$ cat config.mk
export PLATFORM = sky130hd
export DESIGN_NAME = counter_debouncer_clkdiv_top
export DESIGN_NICKNAME = d
export VERILOG_FILES = /design/src/rtl/counter_debouncer_clkdiv_top.sv
export SDC_FILE = /design/constraint.sdc
export NUM_CORES = 1
export LEC_CHECK = 0
export BUFFER_PORTS_ARGS = -buffer_cell sky130_fd_sc_hd__buf_2
export CAP_MARGIN = 10
export CORE_ASPECT_RATIO = 0.9
export CORE_UTILIZATION = 25
export CTS_CLUSTER_DIAMETER = 60
export DETAILED_ROUTE_END_ITERATION = 10
export GPL_TIMING_DRIVEN = 0
export PLACE_DENSITY = 0.41
export RECOVER_POWER = 25
export SLEW_MARGIN = 5
export SYNTH_ARGS = -nofsm -noshare
export SYNTH_HDL_FRONTEND = slang
export SYNTH_SLANG_ARGS = --single-unit
$ cat constraint.sdc
create_clock -name clk -period 5.6 [get_ports clk]
set_input_delay 0.28 -clock clk [delete_from_list [all_inputs] [get_ports clk]]
set_output_delay 0.28 -clock clk [all_outputs]
set_load 0.01 [all_outputs]
$ cat src/rtl/counter_debouncer_clkdiv_top.sv
// Single-digit counter demo: clock-enable divider, switch sync/debounce, 4-bit up/down counter, 7-seg decode.
// Latency: switch edge to debounced change is 2 + DEBOUNCE_COUNT cycles; count moves on the cycle after a tick.
// Backpressure: none; free-running with no handshakes, display_1 decodes the count combinationally.
module counter_debouncer_clkdiv_top #(
    parameter int DIV_COUNT      = 50_000_000,
    parameter int DEBOUNCE_COUNT = 500_000
) (
    input  logic       clk,
    input  logic       rst,
    input  logic       up_down,
    input  logic       load,
    input  logic [3:0] data_in,
    output logic [6:0] display_1
);

    localparam int DIVW = (DIV_COUNT > 1) ? $clog2(DIV_COUNT) : 1;
    localparam int DBW  = (DEBOUNCE_COUNT > 1) ? $clog2(DEBOUNCE_COUNT) : 1;
    localparam logic [DIVW-1:0] DIV_LAST = DIVW'(DIV_COUNT - 1);
    localparam logic [DBW-1:0]  DB_LAST  = DBW'(DEBOUNCE_COUNT - 1);

    typedef struct packed {
        logic       up_down;
        logic       load;
        logic [3:0] data;
    } sw_t;

    sw_t             sw_meta;
    sw_t             sw_sync;
    logic [DIVW-1:0] div_cnt;
    logic            tick;
    logic [1:0]      db_in;
    logic [1:0]      db_q;
    logic [DBW-1:0]  db_cnt [2];
    logic            up_down_db;
    logic            load_db;
    logic [3:0]      count;

    // Raw switches are asynchronous to clk; two flops before any use.
    always_ff @(posedge clk or negedge rst) begin
        if (!rst) begin
            sw_meta <= '0;
            sw_sync <= '0;
        end else begin
            sw_meta <= '{up_down: up_down, load: load, data: data_in};
            sw_sync <= sw_meta;
        end
    end

    always_ff @(posedge clk or negedge rst) begin
        if (!rst) begin
            div_cnt <= '0;
            tick    <= 1'b0;
        end else begin
            tick <= (div_cnt == DIV_LAST);
            if (div_cnt == DIV_LAST) begin
                div_cnt <= '0;
            end else begin
                div_cnt <= div_cnt + DIVW'(1);
            end
        end
    end

    assign db_in = {sw_sync.load, sw_sync.up_down};

    // The stable counter only runs while a change is pending; any return to the old level restarts it.
    always_ff @(posedge clk or negedge rst) begin
        if (!rst) begin
            db_q <= '0;
            for (int i = 0; i < 2; i++) begin
                db_cnt[i] <= '0;
            end
        end else begin
            for (int i = 0; i < 2; i++) begin
                if (db_in[i] == db_q[i]) begin
                    db_cnt[i] <= '0;
                end else if (db_cnt[i] == DB_LAST) begin
                    db_q[i]   <= db_in[i];
                    db_cnt[i] <= '0;
                end else begin
                    db_cnt[i] <= db_cnt[i] + DBW'(1);
                end
            end
        end
    end

    assign up_down_db = db_q[0];
    assign load_db    = db_q[1];

    always_ff @(posedge clk or negedge rst) begin
        if (!rst) begin
            count <= 4'h0;
        end else if (load_db) begin
            count <= sw_sync.data;
        end else if (tick) begin
            count <= up_down_db ? count + 4'h1 : count - 4'h1;
        end
    end

    // Segment order is {g,f,e,d,c,b,a}, active-low.
    always_comb begin
        display_1 = 7'b1000000;
        case (count)
            4'h0: display_1 = 7'b1000000;
            4'h1: display_1 = 7'b1111001;
            4'h2: display_1 = 7'b0100100;
            4'h3: display_1 = 7'b0110000;
            4'h4: display_1 = 7'b0011001;
            4'h5: display_1 = 7'b0010010;
            4'h6: display_1 = 7'b0000010;
            4'h7: display_1 = 7'b1111000;
            4'h8: display_1 = 7'b0000000;
            4'h9: display_1 = 7'b0010000;
            4'hA: display_1 = 7'b0001000;
            4'hB: display_1 = 7'b0000011;
            4'hC: display_1 = 7'b1000110;
            4'hD: display_1 = 7'b0100001;
            4'hE: display_1 = 7'b0000110;
            4'hF: display_1 = 7'b0001110;
            default: display_1 = 7'b1000000;
        endcase
    end

endmodule

After elaboration in Yosys (flattened, before gate mapping)
Memory sizes are Yosys's and may differ from the RTL's.
Index checks and enable logic that the tools add are counted.

word-level totals
  register bits = 83
  memory bits (read-only) = 112
  input port bits = 8
  output and inout port bits = 7
  word-level logic and storage cells = 37
  memories kept = 1

operators by class
  add/subtract/negate cells = 5
  equality and inequality tests = 5
  mux-type cells = 8
  bitwise logic cells = 2
  reduce and logical (&&, ||, !) cells = 3

memory list
  memory           depth  bits a word  read ports  clocked after Yosys merged registers in  write ports  line  RTL
  (no name shown)  16     7            1           0                                        0            102   case (count)

operators by type and width
  kind                                                                number
  19-bit two-way mux                                                  4
  19-bit by 1-bit adder with 19-bit output, second input constant     2
  19-bit == test, second input constant                               2
  26-bit by 1-bit adder with 26-bit output, second input constant     1
  26-bit == test, second input constant                               1
  26-bit two-way mux                                                  1
  4-bit two-way mux                                                   3
  4-bit by 1-bit adder with 4-bit output, second input constant       1
  2-bit AND reduction                                                 2
  4-bit by 1-bit subtractor with 4-bit output, second input constant  1
  1-bit == test                                                       2
  1-bit NOT                                                           2
  2-bit nonzero test                                                  1

Depth between registers and ports, before layout
Gate-level depths: netlist (run 1).

  word-level depth = 4
  gate-level depth with buffers = 6
  mapped depth without buffers = 6

Least setup slack after synthesis (run 1)
OpenSTA, ideal clock, no wires.

  kind = register to register
  from = register db_cnt[30] (netlist bit)
  to = register db_q[0]
  library setup time = 125 ps
  arrival = 1,911 ps
  required time = 5,475 ps
  setup slack = 3,565 ps
  stages on the path, launching flop included = 5
  path buffers = 0
  period minus slack after synthesis = 2,035 ps
  cell sequence = dfrtp_1 -> or4_1 -> or4_4 -> nor2_1 -> mux2_2

on the way
  longest elaborated chain between the ends = 2

RTL lines
  item                               line  RTL
  from (decl)                        33    logic [DBW-1:0] db_cnt [2];
  from (signal, indexed assignment)  80    db_cnt[i] <= db_cnt[i] + DBW'(1);
  19-bit == test                     76    end else if (db_cnt[i] == DB_LAST) begin
  2-bit AND reduction (no line)      -
  to (signal, indexed assignment)    77    db_q[i] <= db_in[i];
  to (decl)                          32    logic [1:0] db_q;

Every way passes these cells.
A chain may end at the register's enable or synchronous reset.

Worst setup path in the final report (run 1)
  from = register count[0]
  to = output display_1[3]

on the way
  longest elaborated chain between the ends = 1

RTL lines
  item                    line  RTL
  from (decl)             36    logic [3:0] count;
  from (signal assigned)  93    count <= sw_sync.data;
  from (signal assigned)  95    count <= up_down_db ? count + 4'h1 : count - 4'h1;
  memory 16 x 7 bit       -
  to (decl)               13    output logic [6:0] display_1

Every way passes these cells.

==> results of run 1 <==
[path summary, 6_finish.rpt]
path                            start      endpoint  slack [ns]  cells past startpoint
setup / recovery             count[0]  display_1[3]        3.29                      5
hold / removal             data_in[1]    sw_meta[1]        0.05                      1
setup reg to reg            db_cnt[0]     db_cnt[8]        3.30                      5
hold reg to reg            sw_meta[0]    sw_sync[0]        0.35                      0
max in group asynchronous         rst      db_in[1]        3.44                      2
min in group asynchronous         rst    db_cnt[35]        1.03                      2
[critical path: cells and delay by family (launching register included)]
kind	cells	cell delay, ns
flip-flops	1	0.53
multiplexers	1	0.44
buffers and inverters	3	0.38
adder cells (fa/ha/maj)	1	0.34
[sequential cells by signal (all words and copies together) (netlist names)]
name / flops
tick: 1
count: 4
sw_sync: 4
sw_meta: 6
db_in: 2
db_cnt: 38
div_cnt: 26
db_q: 2
[synth_stat cells]
cell type,n
and2_1,4
nand2b_1,2
xor2_1,11
dfrtp_1,83
nand4_1,16
or3b_2,1
or4_1,7
o211ai_1,1
nand3_1,26
a31o_2,1
or2_2,4
and4_1,7
nor4bb_1,1
or4_4,1
nand2_1,25
nor4_1,12
nor2_1,48
or4b_2,1
o21ai_4,1
buf_6,1
o22ai_1,2
a21o_1,3
fa_1,1
o31ai_1,5
nor3_1,7
or3_1,12
xnor2_1,33
mux4_2,1
nor2b_1,3
a22o_1,1
and3_1,4
inv_1,13
ha_1,11
or4bb_1,1
clkbuf_1,7
mux2i_1,6
nor4b_1,3
o31ai_2,1
mux2_2,2
a21oi_1,18
nand4_2,1
o21ai_0,19
o41ai_1,1
[cells by family after synthesis]
logic type,Yosys count
flip-flops,83
adder cells (fa/ha/maj),12
AND/OR/NAND/NOR,186
buffers and inverters,21
XOR/XNOR,44
multiplexers,9
AO/OA/AOI/OAI,53
[report_power, final]
part	total (W)	internal [W]	switching, W
registers	0.000613	0.000608	0.00000556
logic	0.0000310	0.00000938	0.0000216
clock network	0.000529	0.000306	0.000224
total	0.00117	0.000923	0.000251
[final cells by class]
class / instances / area [µm²]
timing repair buffer: 16 / 106
buffer: 8 / 37.5
tap: 207 / 259
inverter: 13 / 48.8
clock buffer: 13 / 250
sequential: 83 / 2080
fill: 1645 / 11400
multi-input combinational: 304 / 1970
[metrics by stage]
stage                     cell area [µm²]  worst slack (ns)  utilization, %
after floorplan                      4130              3.56               -
after global routing                 4750              2.81            29.4
after CTS                            4750              3.25            29.5
final                                4750              3.29            29.4
after detailed placement             4490              3.25            27.8
after global placement               4460              3.27            27.7
[per-layer routing]
metal  GRT usage [%]  up-vias  share of wire, %
li1                -     1508                 -
met5               0        -                 0
met4            3.64        0               1.5
met1            14.4     1463                49
met3            3.70        9               3.4
met2            16.9       40                46
[what timing repair did]
| item | CTS | global route |
|---|---|---|
| endpoints found under the hold margin | 33 | 0 |
| gates resized for setup | 0 | 0 |
| hold buffers | 1 | 0 |
==> results.json, run 1 <==
{
  "status": "complete, but fails checks",
  "violations": "max-capacitance violations, max-slew violations",
  "vias": 3020,
  "htree_levels": 3,
  "rsz0062_at_grt": "false",
  "maxSlewViolCount": 34,
  "port_buffers": 14,
  "cts_inserted_buffers": 9,
  "hold_ws_ns": 0.0456,
  "final_common_cell": "dfrtp_1",
  "hold_class": "input pin to flip-flop",
  "cpMaxStageDelayCell": "dfrtp_1",
  "report.final.hold_viol_count": 0,
  "mostFrequentLayoutCells": "dfrtp_1 (83), nor2_1 (48), xnor2_1 (33)",
  "die_h_um": 124,
  "ctsRootBufferMaster": "clkbuf_16",
  "yosysTopAreaCell": "dfrtp_1",
  "timing_worst_setup_path_type": "flip-flop to output pin",
  "cts.sinks": 83,
  "grt_use_total_pct": 11.0,
  "synth_cell_types": 43,
  "clk_latency_ns": 0.34,
  "syn_to_final_growth_pct": 14.9,
  "synthesis.area_um2": 4130,
  "dp.cells": 630,
  "synth-xor-area-share_pct": 9.33,
  "drc": 0,
  "start_util_pct": 25.6,
  "synth-seq-cells": 83,
  "synth-compound-area-share_pct": 7.75,
  "cp-start-kind": "flip-flop",
  "cts_buffer_depth": 2,
  "n_antenna_cell": 0,
  "post-cts-setup-buffer-count": 0,
  "dieArea_um2": 17000,
  "firstDrtPassIters": 4,
  "period_needed_ns": 2.31,
  "cts_tree": "built",
  "die_w_um": 138,
  "stdcell_count": 644,
  "io_pins": 15,
  "finalNetCount": 455,
  "viasPerCell": 4.69,
  "maxCapViolCount": 1,
  "syn_area_per_cell_um2": 10.1,
  "p_leak_nw": 1.91,
  "netlist_instances": 408,
  "muxShareOfSynthArea_pct": 2.54,
  "grt_antenna_before_repair": 0,
  "grt_pass1_wl_mm": 14.3,
  "dpl.hpwl_mm": 5.90,
  "yosysSeqAreaShare_pct": 50.3,
  "slew-limit-headroom_pct": -30.3,
  "synth_top_family_by_area": "simple AND/OR/NAND/NOR gates",
  "required_ns": 5.32,
  "synthSimpleGateAreaFrac_pct": 24.2,
  "fmax_ghz": 0.433,
  "wl_per_cell_um": 12.9,
  "worstMarginPinSlew_ns": 1.95,
  "worst_clock_skew_ns": 0.00356,
  "first_global_vias": 2941,
  "ant_nets": 0,
  "synth_top_area_share_pct": 50.3,
  "power.total_w": 0.00117,
  "critPathMaxStageDelay_ns": 0.53,
  "crit_chain": "inv_1 -> ha_1 -> inv_1 -> mux4_2 -> buf_2",
  "gp_congestion": 0.780,
  "synth_nets": 428,
  "clk_pin_slew_ns": 0.06,
  "arrival_ns": 2.03,
  "endpoint_kind": "output pin",
  "power_density_nw_per_um2": 247,
  "core_um2": 16100,
  "first_iter_violations": 157,
  "synth_area_leaders": "dfrtp_1 (50%), xnor2_1 (7.0%), nor2_1 (4.4%), ha_1 (3.3%), nand3_1 (3.1%)",
  "drive_gt1_share_pct": 8.92,
  "routed_wl_mm": 8.34,
  "critPathMostFrequentCell": "inv_1",
  "peakVddDrop_mv": 0.139,
  "std_cell_rows": 44,
  "grt-ovfl-total": 0,
  "finalCritPeriodShare_pct": 41.2,
  "crit_path_max_fanout": 8,
  "finalSetupViolCount": 0,
  "synth_adder_area_share_pct": 3.82,
  "yosys_warnings": 0,
  "final.setup.tns_ns": 0,
  "grt_max_degree": 51
}
No activity file was read; power rests on OpenSTA's default activity.
==> run 2: changes to the inputs <==
clock period = 2.3 ns   (was 5.6 ns; I/O delays follow)
==> run 2 against run 1 <==
Compared with the run above: the flow now finishes without violations; sequential share of layout area fell by 0.85 points; clock skew rose by 0.0011 ns; worst setup slack got worse by 3.1 ns; count of clock-buffer cells in the layout did not move; power rose by 140%; first-iteration DRC count rose by 13%; via count rose by 0.53%; flip-flop and latch count did not move; global-route usage barely moved; hold slack improved by 0.30 ns; routed wire length rose by 0.91%; register-to-register slack got worse by 3.1 ns; critical endpoint unchanged; largest power group unchanged; highest routed layer unchanged.
==> results.json, run 2 (synthesis results as in run 1) <==
{
  "cp_num_cells": 5,
  "cts_buffer_depth": 2,
  "report.final.hold_viol_count": 0,
  "drc": 0,
  "slew-limit-headroom_pct": 39.3,
  "die_h_um": 124,
  "fmax_ghz": 0.466,
  "grt_max_degree": 51,
  "critPathBufInv": 3,
  "grt_util_met1_pct": 14.4,
  "power.total_w": 0.00287,
  "grt_use_total_pct": 11.0,
  "r2r_start": "db_cnt[30]",
  "hold_class": "flip-flop to flip-flop",
  "clk_pin_slew_ns": 0.06,
  "multi_input_area_um2": 1980,
  "rsz0062_at_grt": "false",
  "arrival_ns": 2.03,
  "largestRegisters": "db_cnt (38), div_cnt (26), sw_meta (6)",
  "drive_gt1_share_pct": 10.1,
  "vias": 3036,
  "r2r_slack_ns": 0.19,
  "maxSlewViolCount": 0,
  "crit_path_max_fanout": 8,
  "clk_latency_ns": 0.34,
  "finalCritPeriodShare_pct": 93.2,
  "first_iter_violations": 177,
  "crit_path_end": "display_1[3]",
  "io_pins": 15,
  "r2r_end": "db_q[0]",
  "syn_to_final_growth_pct": 17.2,
  "finalSetupViolCount": 0,
  "dpl.hpwl_mm": 5.90,
  "largest_reg_flops": 38,
  "crit_family": "flip-flops",
  "viasPerCell": 4.66,
  "port_buffers": 14,
  "std_cell_rows": 44,
  "timing_worst_setup_path_type": "flip-flop to output pin",
  "crit_chain": "inv_1 -> ha_1 -> inv_1 -> mux4_2 -> buf_2",
  "required_ns": 2.18,
  "utilization_pct": 30.0,
  "routed_wl_mm": 8.41,
  "start_util_pct": 25.6,
  "nFillCells": 1645,
  "cts_inserted_buffers": 9,
  "seq_area_um2": 2080,
  "gp_congestion": 0.780,
  "power_density_nw_per_um2": 593,
  "ant_nets": 0,
  "status": "complete, no violations",
  "grt_use_met2_pct": 16.9,
  "final_common_cell": "dfrtp_1",
  "firstDrtPassIters": 4,
  "grt_antenna_before_repair": 0,
  "met3_usage_pct": 3.70,
  "p_leak_nw": 1.95,
  "r2r_cells": 4,
  "dieArea_um2": 17000,
  "critPathMostFrequentCell": "inv_1",
  "wl_per_cell_um": 12.9,
  "largest_register": "db_cnt",
  "peakVddDrop_mv": 0.340,
  "grt-ovfl-total": 0,
  "critPathMaxStageDelay_ns": 0.53,
  "maxCapViolCount": 0,
  "cpMaxStageDelayCell": "dfrtp_1",
  "grt_pass1_wl_mm": 14.4,
  "cp-start-kind": "flip-flop",
  "cts.sinks": 83,
  "core_um2": 16100,
  "grt.busiest_layer": "met2",
  "startpoint": "count[0]",
  "worstMarginPinSlew_ns": 0.911,
  "n_antenna_cell": 0,
  "htree_levels": 3,
  "die_w_um": 138,
  "finalNetCount": 463,
  "period_needed_ns": 2.14,
  "worst_clock_skew_ns": 0.00469,
  "endpoint_kind": "output pin",
  "cts_tree": "built",
  "first_global_vias": 2955,
  "mostFrequentLayoutCells": "dfrtp_1 (83), nor2_1 (48), xnor2_1 (33)",
  "ctsRootBufferMaster": "clkbuf_16"
}
[run 2: changes by cell type in the layout (fill, tap and decap cells not counted), moves of 2 or more]
cell | previous run | this run
clkbuf_2 | 0 | 3
dlygate4sd3_1 | 1 | 7
buf_4 | 0 | 2
clkbuf_1 | 11 | 8
[run 2: timing repair]
| item | CTS | global route |
|---|---|---|
| resized for setup | 1 | 5 |
| setup buffers | 0 | 2 |
| hold buffers | 7 | 0 |
| pin swaps | 0 | 1 |
| hold endpoints to repair | 39 | 0 |
| setup endpoints to repair | 10 | 27 |
[run 2: power by group]
part           leakage, nW  switching [W]   total, W  internal [W]
Sequential            1.11      0.0000138    0.00149       0.00148
Clock                0.122       0.000548    0.00129      0.000744
Combinational        0.717      0.0000549  0.0000870     0.0000322
[run 2: routing by layer]
| layer | wire length [µm] | vias to the layer above |
|---|---|---|
| li1 | - | 1522 |
| met1 | 4170 | 1475 |
| met2 | 3840 | 30 |
| met3 | 251 | 9 |
| met4 | 156 | 0 |
| met5 | 0 | - |
[run 2: worst min-delay path by stage]
stage | end | start | cells after the start
global placement | sw_meta[0] | data_in[0] | 1
detailed placement | db_cnt[35] | rst | 1
CTS | db_cnt[35] | rst | 2
floorplan | count[0] | rst | 0
finish | sw_sync[0] | sw_meta[0] | 0
global route | sw_sync[1] | sw_meta[1] | 0
[run 2: worst reg2reg max path, delay by kind of cell (launching register included)]
| family | cells | cell delay [ns] |
|---|---|---|
| mux | 1 | 0.34 |
| flops | 1 | 0.43 |
| simple gates | 3 | 1.22 |
[run 2: metrics by stage]
stage	setup WS, ns	instance area, µm²	hold WS [ns]	TNS [ns]	instances
floorplan	0.265	4130	-0.181	0	408
global placement	-0.0265	4460	0.226	-0.171	629
detailed placement	-0.0465	4490	0.111	-0.352	630
CTS	0.0742	4820	0.293	0	650
global route	0.0321	4840	0.359	0	652
finish	0.156	4840	0.347	0	652
[run 2: layout make-up]
| type | instances | area share [%] |
|---|---|---|
| well taps | 207 | 5.35 |
| plain buffers | 8 | 0.827 |
| inverters | 13 | 1.01 |
| repair buffers | 24 | 3.77 |
| flip-flops and latches | 83 | 42.9 |
| multi-input cells | 304 | 41.0 |
| clock buffers | 13 | 5.17 |
==> run 3: changes to the inputs <==
CORE_ASPECT_RATIO = 0.75   (was 0.9)
==> run 3 against run 2 <==
Compared with the run above: global-route usage is 0.14 points higher; largest power group unchanged; worst setup slack improved by 0.0049 ns; final area rose by 0.93%; critical path type is now flip-flop to flip-flop; maximum frequency increased by 0.23%.
==> results.json, run 3 (synthesis results as in run 1) <==
{
  "die_w_um": 150,
  "p_int_w": 0.00231,
  "cts_buffer_depth": 2,
  "htree_levels": 3,
  "io_pins": 15,
  "drc": 0,
  "vias": 3077,
  "grt_antenna_before_repair": 0,
  "seqPwrFrac_pct": 50.3,
  "setup_ws_ns": 0.161,
  "mostFrequentLayoutCells": "dfrtp_1 (83), nor2_1 (47), xnor2_1 (33)",
  "grt_pass1_wl_mm": 15.2,
  "worstMarginPinSlew_ns": 1.01,
  "largest_reg_flops": 38,
  "timing_worst_setup_path_type": "flip-flop to flip-flop",
  "finalNetCount": 464,
  "slew-limit-headroom_pct": 32.9,
  "p_leak_nw": 1.97,
  "power_frac_comb_pct": 3.0,
  "arrival_ns": 2.36,
  "std_cell_rows": 40,
  "die_h_um": 113,
  "dp_slack_ns": -0.102,
  "cpMaxStageDelayCell": "or4_4",
  "port_buffers": 14,
  "crit_path_max_fanout": 6,
  "switching_power_w": 0.000658,
  "grt-ovfl-total": 0,
  "first_global_vias": 3035,
  "rsz0062_at_grt": "false",
  "first_iter_violations": 120,
  "n_antenna_cell": 0,
  "cp-start-kind": "flip-flop",
  "switching_share_pct": 22.2,
  "maxCapViolCount": 0,
  "grt_use_total_pct": 11.1,
  "status": "complete, no violations",
  "dieArea_um2": 17000,
  "crit_family": "simple AND/OR/NAND/NOR gates",
  "utilization_pct": 30.4,
  "routed_wl_mm": 8.55,
  "drive_gt1_share_pct": 11.4,
  "hold_class": "flip-flop to flip-flop",
  "endpoint_kind": "flip-flop",
  "fmax_ghz": 0.467,
  "cts.sinks": 83,
  "worst_clock_skew_ns": 0.00755,
  "finalCritPeriodShare_pct": 93.0,
  "wl_per_cell_um": 13.0,
  "report.final.hold_viol_count": 0,
  "ctsRootBufferMaster": "clkbuf_16",
  "cts_tree": "built",
  "firstDrtPassIters": 4,
  "critPathMaxStageDelay_ns": 0.58,
  "syn_to_final_growth_pct": 18.3,
  "crit_chain": "or4_1 -> or4_4 -> nor2_1 -> mux2_2",
  "ant_nets": 0,
  "period_needed_ns": 2.14,
  "cts_inserted_buffers": 9,
  "start_util_pct": 25.7,
  "core_um2": 16100,
  "clkPwrFrac_pct": 46.7,
  "largest_register": "db_cnt",
  "clk_latency_ns": 0.33,
  "finalSetupViolCount": 0,
  "gp_congestion": 0.812,
  "clk_pin_slew_ns": 0.07,
  "required_ns": 2.52,
  "largestRegisters": "db_cnt (38), div_cnt (26), sw_meta (6)",
  "grt_max_degree": 46,
  "maxSlewViolCount": 0,
  "dpl.hpwl_mm": 5.93,
  "viasPerCell": 4.67,
  "peakVddDrop_mv": 0.301,
  "power_density_nw_per_um2": 607,
  "final_common_cell": "dfrtp_1",
  "critPathBufInv": 0
}
-- run 3: worst paths after layout --
kind	startpoint	to	slack [ns]	depth (start not counted)
worst max-delay path	db_cnt[30]	db_q[0]	0.16	4
worst min-delay path	sw_meta[4]	db_in[1]	0.35	0
worst max register to register	db_cnt[30]	db_q[0]	0.16	4
worst min register to register	sw_meta[4]	db_in[1]	0.35	0
max in group asynchronous	rst	div_cnt[4]	1.06	3
min in group asynchronous	rst	sw_meta[1]	0.48	2
-- run 3: layout make-up --
cell class                      count  area (µm²)
Multi-Input combinational cell    304        1990
Sequential cell                    83        2080
Timing Repair Buffer               25         190
Clock inverter                      3        21.3
Buffer                              8        40.0
Inverter                           13        48.8
Tap cell                          210         263
Fill cell                        1654       11200
Clock buffer                       13         260
-- run 3: repair_timing --
item                                    CTS  global route
pin swaps                                 0             1
endpoints found under the setup margin   20            31
hold buffers                              7             0
gates resized for setup                   2             4
buffers inserted                          0             3
hold endpoints to repair                 44             0
-- run 3: per-stage QoR --
| stage | setup TNS [ns] | total power [W] | hold WS (ns) | std cells | area [µm²] |
|---|---|---|---|---|---|
| 2_1_floorplan | 0 | 0.00154 | -0.181 | 408 | 4130 |
| 3_3_place_gp | -1.18 | 0.00159 | 0.225 | 632 | 4460 |
| 3_5_place_dp | -1.25 | 0.00160 | 0.134 | 633 | 4490 |
| 4_1_cts | 0 | 0.00301 | 0.323 | 656 | 4860 |
| 5_1_grt | 0 | 0.00309 | 0.365 | 659 | 4890 |
| 6_report | 0 | 0.00296 | 0.352 | 659 | 4890 |
-- run 3: per-layer routing --
layer | vias up | track usage, % | part of all wire (%)
li1 | 1535 | - | -
met3 | 9 | 2.30 | 2.5
met4 | 0 | 3.77 | 1.4
met1 | 1498 | 15.8 | 52
met5 | - | 0 | 0
met2 | 35 | 16.8 | 44
-- run 3: worst register-to-register path, stage by stage (launching register included) --
cell	delay [ns]
dfrtp_1	0.44
or4_1	0.54
or4_4	0.58
nor2_1	0.13
mux2_2	0.34
-- run 3: power groups by stage --
| stage | logic [W] | clock network [W] | registers [W] |
|---|---|---|---|
| after CTS | 0.0000896 | 0.00143 | 0.00149 |
| after floorplan | 0.0000277 | 0 | 0.00152 |
| after global placement | 0.0000717 | 0 | 0.00152 |
| final | 0.0000881 | 0.00138 | 0.00149 |
| after detailed placement | 0.0000793 | 0 | 0.00152 |
| after global routing | 0.000102 | 0.00150 | 0.00149 |
